## src/rtl/clk_div_ctrl.sv

```systemverilog
// clk_div_ctrl: run-time controller for the system clock divider.
// Starts and stops the divided clock. New divide ratios arrive over a valid/ready handshake.
// A ratio received while running is held in a shadow register. It is applied only at a
// falling-edge boundary, so every output period uses a single ratio.
// Optional feature: define CLK_DIV_CTRL_EDGE_CNT_EN to add the edge_cnt rising-edge counter.
module clk_div_ctrl #(
    parameter int CNT_W       = 26,
    parameter int DEFAULT_DIV = 24
`ifdef CLK_DIV_CTRL_EDGE_CNT_EN
    ,
    parameter int EDGE_CNT_W  = 16
`endif
) (
    input  logic             clk_in,
    input  logic             rst_n,
    input  logic             start,
    input  logic             stop,
    input  logic             cfg_valid,
    input  logic [CNT_W-1:0] cfg_div,
    output logic             cfg_ready,
    output logic             cfg_err,
    output logic             clk_out,
    output logic             tick,
    output logic             busy
`ifdef CLK_DIV_CTRL_EDGE_CNT_EN
    ,
    output logic [EDGE_CNT_W-1:0] edge_cnt
`endif
);

    typedef enum logic [1:0] {
        ST_IDLE  = 2'd0,
        ST_RUN   = 2'd1,
        ST_DRAIN = 2'd2
    } state_e;

    state_e           state_q, state_d;
    logic [CNT_W-1:0] q_q, q_d;
    logic [CNT_W-1:0] div_q, div_d;
    logic [CNT_W-1:0] shadow_q, shadow_d;
    logic             pending_q, pending_d;
    logic             clk_out_q, clk_out_d;
    logic             tick_q, tick_d;
    logic             cfg_err_q, cfg_err_d;

    logic             at_limit;
    logic             cfg_xfer;
    logic             apply_shadow;

    assign at_limit = (q_q == div_q);
    // A shadowed ratio blocks further transfers until it has been applied.
    assign cfg_xfer = cfg_valid & ~pending_q;

    assign cfg_ready = ~pending_q;
    assign cfg_err   = cfg_err_q;
    assign clk_out   = clk_out_q;
    assign tick      = tick_q;
    assign busy      = (state_q != ST_IDLE);

    // State register
    always_ff @(posedge clk_in or negedge rst_n) begin
        if (!rst_n) begin
            state_q <= ST_IDLE;
        end else begin
            state_q <= state_d;
        end
    end

    // Next-state logic: stop beats start. While high, a stop drains to the natural falling edge.
    always_comb begin
        state_d = state_q;
        case (state_q)
            ST_IDLE: begin
                if (start && !stop) state_d = ST_RUN;
            end
            ST_RUN: begin
                // If stop arrives on a falling boundary, that edge completes the period now.
                if (stop) state_d = (clk_out_q && !at_limit) ? ST_DRAIN : ST_IDLE;
            end
            ST_DRAIN: begin
                if (at_limit) state_d = ST_IDLE;
            end
            default: state_d = ST_IDLE;
        endcase
    end

    // Counter, output clock, ratio shadowing and config handshake
    always_comb begin
        q_d          = q_q;
        clk_out_d    = clk_out_q;
        div_d        = div_q;
        shadow_d     = shadow_q;
        pending_d    = pending_q;
        cfg_err_d    = 1'b0;
        apply_shadow = 1'b0;

        if (state_q == ST_IDLE) begin
            q_d       = '0;
            clk_out_d = 1'b0;
        end else if (state_d == ST_IDLE) begin
            // Leaving to IDLE: park low and flush any pending ratio on this boundary.
            q_d          = '0;
            clk_out_d    = 1'b0;
            apply_shadow = 1'b1;
        end else if (at_limit) begin
            q_d          = '0;
            clk_out_d    = ~clk_out_q;
            apply_shadow = clk_out_q;
        end else begin
            q_d = q_q + CNT_W'(1);
        end

        if (apply_shadow && pending_q) begin
            div_d     = shadow_q;
            pending_d = 1'b0;
        end

        if (cfg_xfer) begin
            if (cfg_div == '0) begin
                cfg_err_d = 1'b1;
            end else if (state_q == ST_IDLE || state_d == ST_IDLE) begin
                // No period is in flight, so the ratio can take effect immediately.
                div_d = cfg_div;
            end else begin
                shadow_d  = cfg_div;
                pending_d = 1'b1;
            end
        end

        tick_d = clk_out_d & ~clk_out_q;
    end

    // Datapath registers
    always_ff @(posedge clk_in or negedge rst_n) begin
        if (!rst_n) begin
            q_q       <= '0;
            div_q     <= CNT_W'(DEFAULT_DIV);
            shadow_q  <= '0;
            pending_q <= 1'b0;
            clk_out_q <= 1'b0;
            tick_q    <= 1'b0;
            cfg_err_q <= 1'b0;
        end else begin
            q_q       <= q_d;
            div_q     <= div_d;
            shadow_q  <= shadow_d;
            pending_q <= pending_d;
            clk_out_q <= clk_out_d;
            tick_q    <= tick_d;
            cfg_err_q <= cfg_err_d;
        end
    end

`ifdef CLK_DIV_CTRL_EDGE_CNT_EN
    logic [EDGE_CNT_W-1:0] edge_cnt_q, edge_cnt_d;

    assign edge_cnt = edge_cnt_q;

    // Rising-edge count: wraps naturally and restarts from zero on each IDLE->RUN.
    always_comb begin
        edge_cnt_d = edge_cnt_q;
        if (state_q == ST_IDLE && state_d == ST_RUN) begin
            edge_cnt_d = '0;
        end else if (tick_d) begin
            edge_cnt_d = edge_cnt_q + EDGE_CNT_W'(1);
        end
    end

    // Edge counter register
    always_ff @(posedge clk_in or negedge rst_n) begin
        if (!rst_n) begin
            edge_cnt_q <= '0;
        end else begin
            edge_cnt_q <= edge_cnt_d;
        end
    end
`endif

endmodule

```

## config.mk

```make
export PLATFORM = sky130hd
export DESIGN_NAME = clk_div_ctrl
export DESIGN_NICKNAME = d
export VERILOG_FILES = /design/src/rtl/clk_div_ctrl.sv
export SDC_FILE = /design/constraint.sdc
export NUM_CORES = 1
export LEC_CHECK = 0
export CORE_ASPECT_RATIO = 0.6
export CORE_MARGIN = 10
export CORE_UTILIZATION = 52
export DETAILED_ROUTE_END_ITERATION = 10
export PLACE_DENSITY = 0.76
export SETUP_SLACK_MARGIN = 0.05
export SLEW_MARGIN = 20
export SYNTH_ARGS = -nofsm -noshare
export SYNTH_HDL_FRONTEND = slang
export SYNTH_SLANG_ARGS = --single-unit
```

## constraint.sdc

```tcl
create_clock -name clk_in -period 2.8 [get_ports clk_in]
set_input_delay 0.56 -clock clk_in [delete_from_list [all_inputs] [get_ports clk_in]]
set_output_delay 0.56 -clock clk_in [all_outputs]
set_load 0.05 [all_outputs]
```

==> metrics.txt, run 1 <==
hold slack=0.278 ns; final hold vios=0; failing checks=negative setup slack; clock latency on the worst-skew pair=roughly 0.34 ns; first-pass GRT wire length=19100 µm; die area=12500 µm²; Final Cycle Share=102%; initial antenna violation count=0; register bit total from synthesis=84; top cell type's share of synthesized area=47.4%; 1st-iter DRT viols=346; number of remaining DRC errors=0; ys async rst share=between 90% and 100%; filler cell count=594; vias in the first global route=3546; final net count=503; synthesized instance count=405; Worst-path clk slew=approximately 0.06 ns; num ports=36; fin worst setup slack=-0.0507 ns; most common cell after layout, fill and taps aside=dfrtp_1; Synth Cell Area=4330 µm²; Yosys top cell by area=dfrtp_1; Syn Nets=roughly 440; pin count of the biggest net entering global routing=54; measured slew at the worst slew-check pin=around 0.71 ns; Post-synth EDFFs=0; Hold Path Class=in2async; commonest cells after routing, fill and taps aside=dfrtp_1, nor2_1, clkdlybuf4s50_1, inv_1, and3_1; footprint of the multi-input gates=2110 µm²; clock buffer depth=2; Worst Setup End Kind=register; Global Route Usage Sum=19.4%; Root Buffer Master=clkbuf_16; Placer Congestion=0.856; status=finished with violations; DR vias/cell=5.91; setup TNS=-0.239 ns; final setup fails=16; CP required=around 3 ns; Avg Cell Area, Syn=10.7 µm²; Initial Util=54.3%; Most used DFF post-synth=dfrtp_1; CTS tree=done; RSZ-0062 raised after global routing=true; crit path DAT=3.06 ns; startpoint types=register; crit path max fanout=13; via count=about 3400; die height=about 91 µm; ranking of synthesized cells by area=dfrtp_1, mux2_2, xnor2_1; Sink Count=84; TritonCTS Buffers=9; routed len/inst=around 21 µm; DR pass1 iterations=6; max-slew violation count=0; Die Wd=138 µm; Clock Skew=0.00625 ns; GR Overflow Total=0; Max Fclk=0.351 GHz; Placement Rows=25; synth warn=0; Worst VDD drop=about 0.39 mV; Core Region=between 7000 and 8000 µm²; Tmin final=2.85 ns; layout cells sized above 1=21.9%; Crit Path Class=reg2reg; H-tree levels=3; DP Wirelength=7660 µm; post-synthesis sequential area ratio=between 40 and 50%; IO Port Bufs=35; power per cell area=between 600 and 700 nW/µm²; # diodes=0; Syn-to-layout area delta=28.9%; Slew HR=52.5%; Post-Route WL=11900 µm; hold-fix buffers at CTS=0; max_cap viols=0; library cells used by synthesis=37; FF+latch area=2110 µm²; Detail Route Antenna Nets=0; Leak=between 2 and 3 nW
layer usage:
layer  vias up  part of all wire [%]  global-route usage (%)
met3        15                    10                    6.67
met5         -                     0                       0
met4         0                   1.4                    4.33
met1      1713                    45                    28.2
li1       1558                     -                       -
met2       152                    44                    26.8
cell type report:
class                           count  share of cell area [%]
Clock inverter                      5                   0.942
Sequential cell                    84                    37.7
Multi-Input combinational cell    267                    37.8
Timing Repair Buffer               75                    14.7
Inverter                           32                    2.15
Clock buffer                       11                    4.17
Tap cell                          108                    2.42
what timing repair did:
action                     CTS  global route
buffers inserted             4             2
setup endpoints to repair   52            53
hold endpoints to repair     0             0
pin swaps                    7             6
gates cloned                 2             3
gates resized for setup     14            10
cells in the mapped netlist (7+ instances only):
cell type,instances
clkbuf_1,15
nand2_1,13
and3_1,30
inv_1,32
mux2i_1,26
nand4_1,11
nor2_1,37
nor4_1,7
nand3_1,8
xor2_1,18
a32oi_1,26
xnor2_1,32
mux2_2,26
dfrtp_1,82
nor3_1,7
critical path: stages, from the launching register on:
cell	delay, ns
dfrtp_1	0.41
xnor2_2	0.26
nand4_1	0.21
nor4_4	0.34
nand3_2	0.17
ha_4	0.23
nor2b_4	0.10
o31a_1	0.17
and3_4	0.21
nand3_4	0.11
buf_12	0.18
a32oi_1	0.21
mux2i_1	0.12
registers in the layout (all words and copies together) (netlist names):
register,cells
cfg_err,1
clk_out,1
div_q,26
pending_q,1
q_q,26
shadow_q,26
state_q,2
tick,1
cells by family (layout without fill, tap and decap cells):
| family | Yosys count | in the layout | synth area share, % |
|---|---|---|---|
| buffers and inverters | 54 | 123 | 5.26 |
| AND/OR/NAND/NOR | 127 | 127 | 15.7 |
| adder cells (fa/ha/maj) | 3 | 3 | 0.867 |
| AO/OA/AOI/OAI | 35 | 35 | 6.73 |
| flip-flops | 84 | 84 | 48.6 |
| XOR/XNOR | 50 | 50 | 10.1 |
| multiplexers | 52 | 52 | 12.8 |
per-stage QoR:
step	cells	cell area (µm²)	total power, W	utilization (%)	worst slack (ns)
detailed placement	556	5020	0.00241	62.9	-0.137
global route	582	5580	0.00379	70.0	-0.151
floorplan	405	4330	0.00211	-	0.0317
CTS	577	5450	0.00360	68.3	-0.0208
global placement	556	5020	0.00237	62.9	-0.0625
finish	582	5580	0.00363	70.0	-0.0507
final timing paths:
kind	from	endpoint	slack, ns	cells after the start
worst max-delay path	q_q[13]$_DFF_PN0_	div_q[18]$_DFF_PN0_	-0.05	12
worst min-delay path	rst_n	q_q[10]$_DFF_PN0_	0.28	1
worst max register to register	q_q[13]$_DFF_PN0_	div_q[18]$_DFF_PN0_	-0.05	12
worst min register to register	shadow_q[16]$_DFFE_PN0P_	shadow_q[16]$_DFFE_PN0P_	0.50	1
max in group asynchronous	rst_n	div_q[3]$_DFF_PN1_	1.83	2
min in group clk_in	shadow_q[16]$_DFFE_PN0P_	shadow_q[16]$_DFFE_PN0P_	0.50	1
power by group:
group | internal (W) | switching, W
registers | 0.00147 | 0.000196
logic | 0.000434 | 0.000379
clock network | 0.000687 | 0.000471
total | 0.00259 | 0.00105
(Power assumes the default switching activity.)
==> run 2: changes to the inputs <==
--- a/config.mk
+++ b/config.mk
@@ -8,6 +8,7 @@
 export CORE_ASPECT_RATIO = 0.6
 export CORE_MARGIN = 10
 export CORE_UTILIZATION = 52
+export CTS_CLUSTER_DIAMETER = 200
 export DETAILED_ROUTE_END_ITERATION = 10
 export PLACE_DENSITY = 0.76
 export SETUP_SLACK_MARGIN = 0.05
==> results of run 2 <==
Final layout, timing and power as in run 1 (identical DEF).
==> run 3: changes to the inputs <==
--- a/config.mk
+++ b/config.mk
@@ -5,9 +5,10 @@
 export SDC_FILE = /design/constraint.sdc
 export NUM_CORES = 1
 export LEC_CHECK = 0
+export ABC_AREA = 1
 export CORE_ASPECT_RATIO = 0.6
 export CORE_MARGIN = 10
-export CORE_UTILIZATION = 52
+export CORE_UTILIZATION = 53
 export CTS_CLUSTER_DIAMETER = 200
 export DETAILED_ROUTE_END_ITERATION = 10
 export PLACE_DENSITY = 0.76
==> run 3 against run 2 <==
Compared with the run above: worst hold slack worse by 0.054 ns; critical path type unchanged; clock-buffer cell count is 2 higher; first-iteration DRC count is 27% higher; sequential share of layout area is 1.3 points higher; die area is 5.6% higher; non-clock buffer count is 34 lower; clock power hardly changed; design area is 3.5% lower; the run now ends clean; worst setup slack better by 0.32 ns; largest cell class is now sequential cells; clock skew is 0.0012 ns higher; total power is 1.8% higher.
==> metrics.txt, run 3 <==
Synth Cell Area=4710 µm² (+8.9%); Worst Setup End Kind=register; Core Region=8590 µm² (+7.7%); post-synthesis sequential area ratio=44.6% (-4.0 points); Post-Place Cell Area=5100 µm² (+1.6%); Switching Share=31.3% (+2.6 points); most common cell after layout, fill and taps aside=nand2_1; via count=4047 (+18%); die height=93.1 µm (+2.6%); Root Buffer Master=clkbuf_16; Worst VDD drop=0.451 mV (+17%); number of remaining DRC errors=0 (unchanged); Reg2Reg Setup Slack=0.27 ns (+0.32 ns); IO Port Bufs=35 (unchanged); num ports=36 (unchanged); filler cell count=787 (+32%); Hold Path Class=in2async; Most used DFF post-synth=dfrtp_1; clock buffer depth=2 (unchanged); layout cells sized above 1=7.61% (-14 points); die area=13200 µm² (+5.6%); Largest regs=div_q: 26 flops, q_q: 26 flops, shadow_q: 26 flops; Pint=0.00254 W (-1.9%); Die Wd=142 µm (+2.9%); Post-Route WL=11600 µm (-3.1%); Leak=2.67 nW (+2.9%); final net count=687 (+37%); Avg Cell Area, Syn=7.56 µm² (-29%); synth warn=0 (unchanged); most frequent cells after synthesis=nand2_1, inv_1, dfrtp_1; Crit Path Class=reg2reg; max-slew violation count=0 (unchanged); sequential share of power=44.9% (-0.9 points); DR pass1 iterations=6 (unchanged); top cell type's share of synthesized area=43.5% (-3.9 points); RSZ-0062 raised after global routing=false; hold-fix buffers at CTS=0 (unchanged); first-pass GRT wire length=19800 µm (+3.7%); # diodes=0 (unchanged); ys async rst share=100% (unchanged); synthesized instance count=624 (+54%); slowest stage delay, CP=0.53 ns (+0.12 ns); NetSw=0.00116 W (+11%); final hold vios=0 (unchanged); Yosys top cell by area=dfrtp_1; DP Wirelength=8370 µm (+9.3%); status=complete, no violations; Global Route Usage Sum=18.5% (-0.89 points); 1st-iter DRT viols=440 (+27%); vias in the first global route=3889 (+9.7%); critical path, cell by cell=inv_1 -> nand2_1 -> nand2_1 -> nor2_1 -> nand2_1 -> nor2_1 -> nand3_2 -> ha_1 -> nand4_1 -> nand3_4 -> nand2_4 -> inv_2 -> nand2_8 -> nor2_1 -> a21oi_2; GR Overflow Total=0 (unchanged); setup TNS=0 ns (+0.239 ns); measured slew at the worst slew-check pin=0.581 ns (-0.132 ns); Worst-path clk slew=0.06 ns (about the same); Sink Count=84 (unchanged); DR vias/cell=5.26 (-11%); Post-synth EDFFs=0 (unchanged); combinational share of power=23.3% (+0.9 points); final setup fails=0 (-16); count leader, synth=nand2_1; CP required=3.07 ns (+0.06 ns); TritonCTS Buffers=9 (unchanged); post-cts resize count=0 (-14); routed len/inst=15.0 µm (-27%); critical path's slowest cell=dfstp_2; H-tree levels=3 (unchanged); Detail Route Antenna Nets=0 (unchanged); Clock Skew=0.00748 ns (+0.00123 ns); Initial Util=54.9% (+0.60 points); crit path DAT=2.80 ns (-0.26 ns); design area=5390 µm² (-3.5%); post-CTS setup repair buffer count=0 (-4); Placement Rows=26 (+4.0%); commonest cells after routing, fill and taps aside=nand2_1, inv_1, dfrtp_1, nor2_1; clock latency on the worst-skew pair=0.34 ns (about the same); startpoint types=register; Clk pwr share=31.7% (-0.2 points); Placer Congestion=0.935 (+9.2%); initial antenna violation count=0 (unchanged); Max Fclk=0.395 GHz (+13%); max_cap viols=0 (unchanged); Syn-to-layout area delta=14.3%; Final Cycle Share=90.5% (-11 points); power per cell area=686 nW/µm² (+5.4%); crit path max fanout=53 (+40); library cells used by synthesis=32 (-14%); Tot Pwr=0.00370 W (+1.8%); Syn Nets=658 (+50%); pin count of the biggest net entering global routing=54 (unchanged); register bit total from synthesis=84 (unchanged); Slew HR=61.3% (+8.8 points); Tmin final=2.53 ns (-0.317 ns); ranking of synthesized cells by area=dfrtp_1, nand2_1, inv_1; CTS tree=done
-- run 3: changes by cell type after synthesis, moves of 26 or more --
| cell | before | now |
|---|---|---|
| a32oi_1 | 26 | 0 |
| and3_1 | 30 | 0 |
| inv_1 | 32 | 96 |
| mux2_2 | 26 | 0 |
| mux2i_1 | 26 | 0 |
| nand2_1 | 13 | 178 |
| nand3_1 | 8 | 36 |
| nor2_1 | 37 | 63 |
| xnor2_1 | 32 | 3 |
-- run 3: logic make-up after synthesis --
family,count (synthesis),share of synthesized area [%]
flops,84,44.6
xor+xnor,25,4.64
simple gates,349,33.8
buf+inv,128,11.9
fa+ha+maj,3,0.796
compound gates,35,4.30
-- run 3: worst paths after layout --
kind | to | depth (start not counted) | startpoint
worst min register to register | shadow_q[14]$_DFFE_PN0P_ | 2 | shadow_q[14]$_DFFE_PN0P_
worst max register to register | shadow_q[23]$_DFFE_PN0P_ | 15 | div_q[3]$_DFF_PN1_
max in group asynchronous | div_q[4]$_DFF_PN1_ | 2 | rst_n
min in group clk_in | shadow_q[14]$_DFFE_PN0P_ | 2 | shadow_q[14]$_DFFE_PN0P_
worst max-delay path | shadow_q[23]$_DFFE_PN0P_ | 15 | div_q[3]$_DFF_PN1_
worst min-delay path | clk_out$_DFF_PN0_ | 1 | rst_n
-- run 3: layout make-up --
type / count / area [µm²] / share of cell area [%]
clock buffers: 13 / 250 / 4.65
clock inverters: 2 / 35.0 / 0.650
inverters: 105 / 399 / 7.41
multi-input cells: 412 / 2050 / 38.1
flip-flops and latches: 84 / 2100 / 39.1
well taps: 112 / 140 / 2.60
repair buffers: 41 / 407 / 7.55
-- run 3: metrics by stage --
| stage | cells | utilization [%] | setup slack (ns) | hold WS, ns |
|---|---|---|---|---|
| floorplan | 624 | - | 0.701 | 0.264 |
| global placement | 754 | 59.4 | 0.246 | 0.467 |
| detailed placement | 754 | 59.4 | 0.214 | 0.474 |
| CTS | 769 | 62.7 | 0.238 | 0.241 |
| global route | 769 | 62.7 | 0.0801 | 0.267 |
| finish | 769 | 62.7 | 0.267 | 0.223 |
-- run 3: power by group through the flow --
stage / clock network (W) / registers [W] / logic, W
6_report: 0.00117 / 0.00166 / 0.000863
5_1_grt: 0.00124 / 0.00169 / 0.00101
4_1_cts: 0.00119 / 0.00166 / 0.000861
3_5_place_dp: 0 / 0.00168 / 0.000852
3_3_place_gp: 0 / 0.00167 / 0.000819
2_1_floorplan: 0 / 0.00163 / 0.000633
-- run 3: metal layers --
metal | vias up | GRT usage, % | part of all wire (%)
met4 | 0 | 4.75 | 0.87
li1 | 2010 | - | -
met2 | 164 | 25.3 | 40
met3 | 12 | 4.49 | 7.9
met1 | 1861 | 28.2 | 51
met5 | - | 0 | 0
-- run 3: worst max-delay path: cells and delay by family (launching register included) --
family | cells | cell delay [ns]
AO/OA/AOI/OAI | 1 | 0.13
adder cells (fa/ha/maj) | 1 | 0.22
flip-flops | 1 | 0.53
AND/OR/NAND/NOR | 11 | 1.39
buffers and inverters | 2 | 0.16
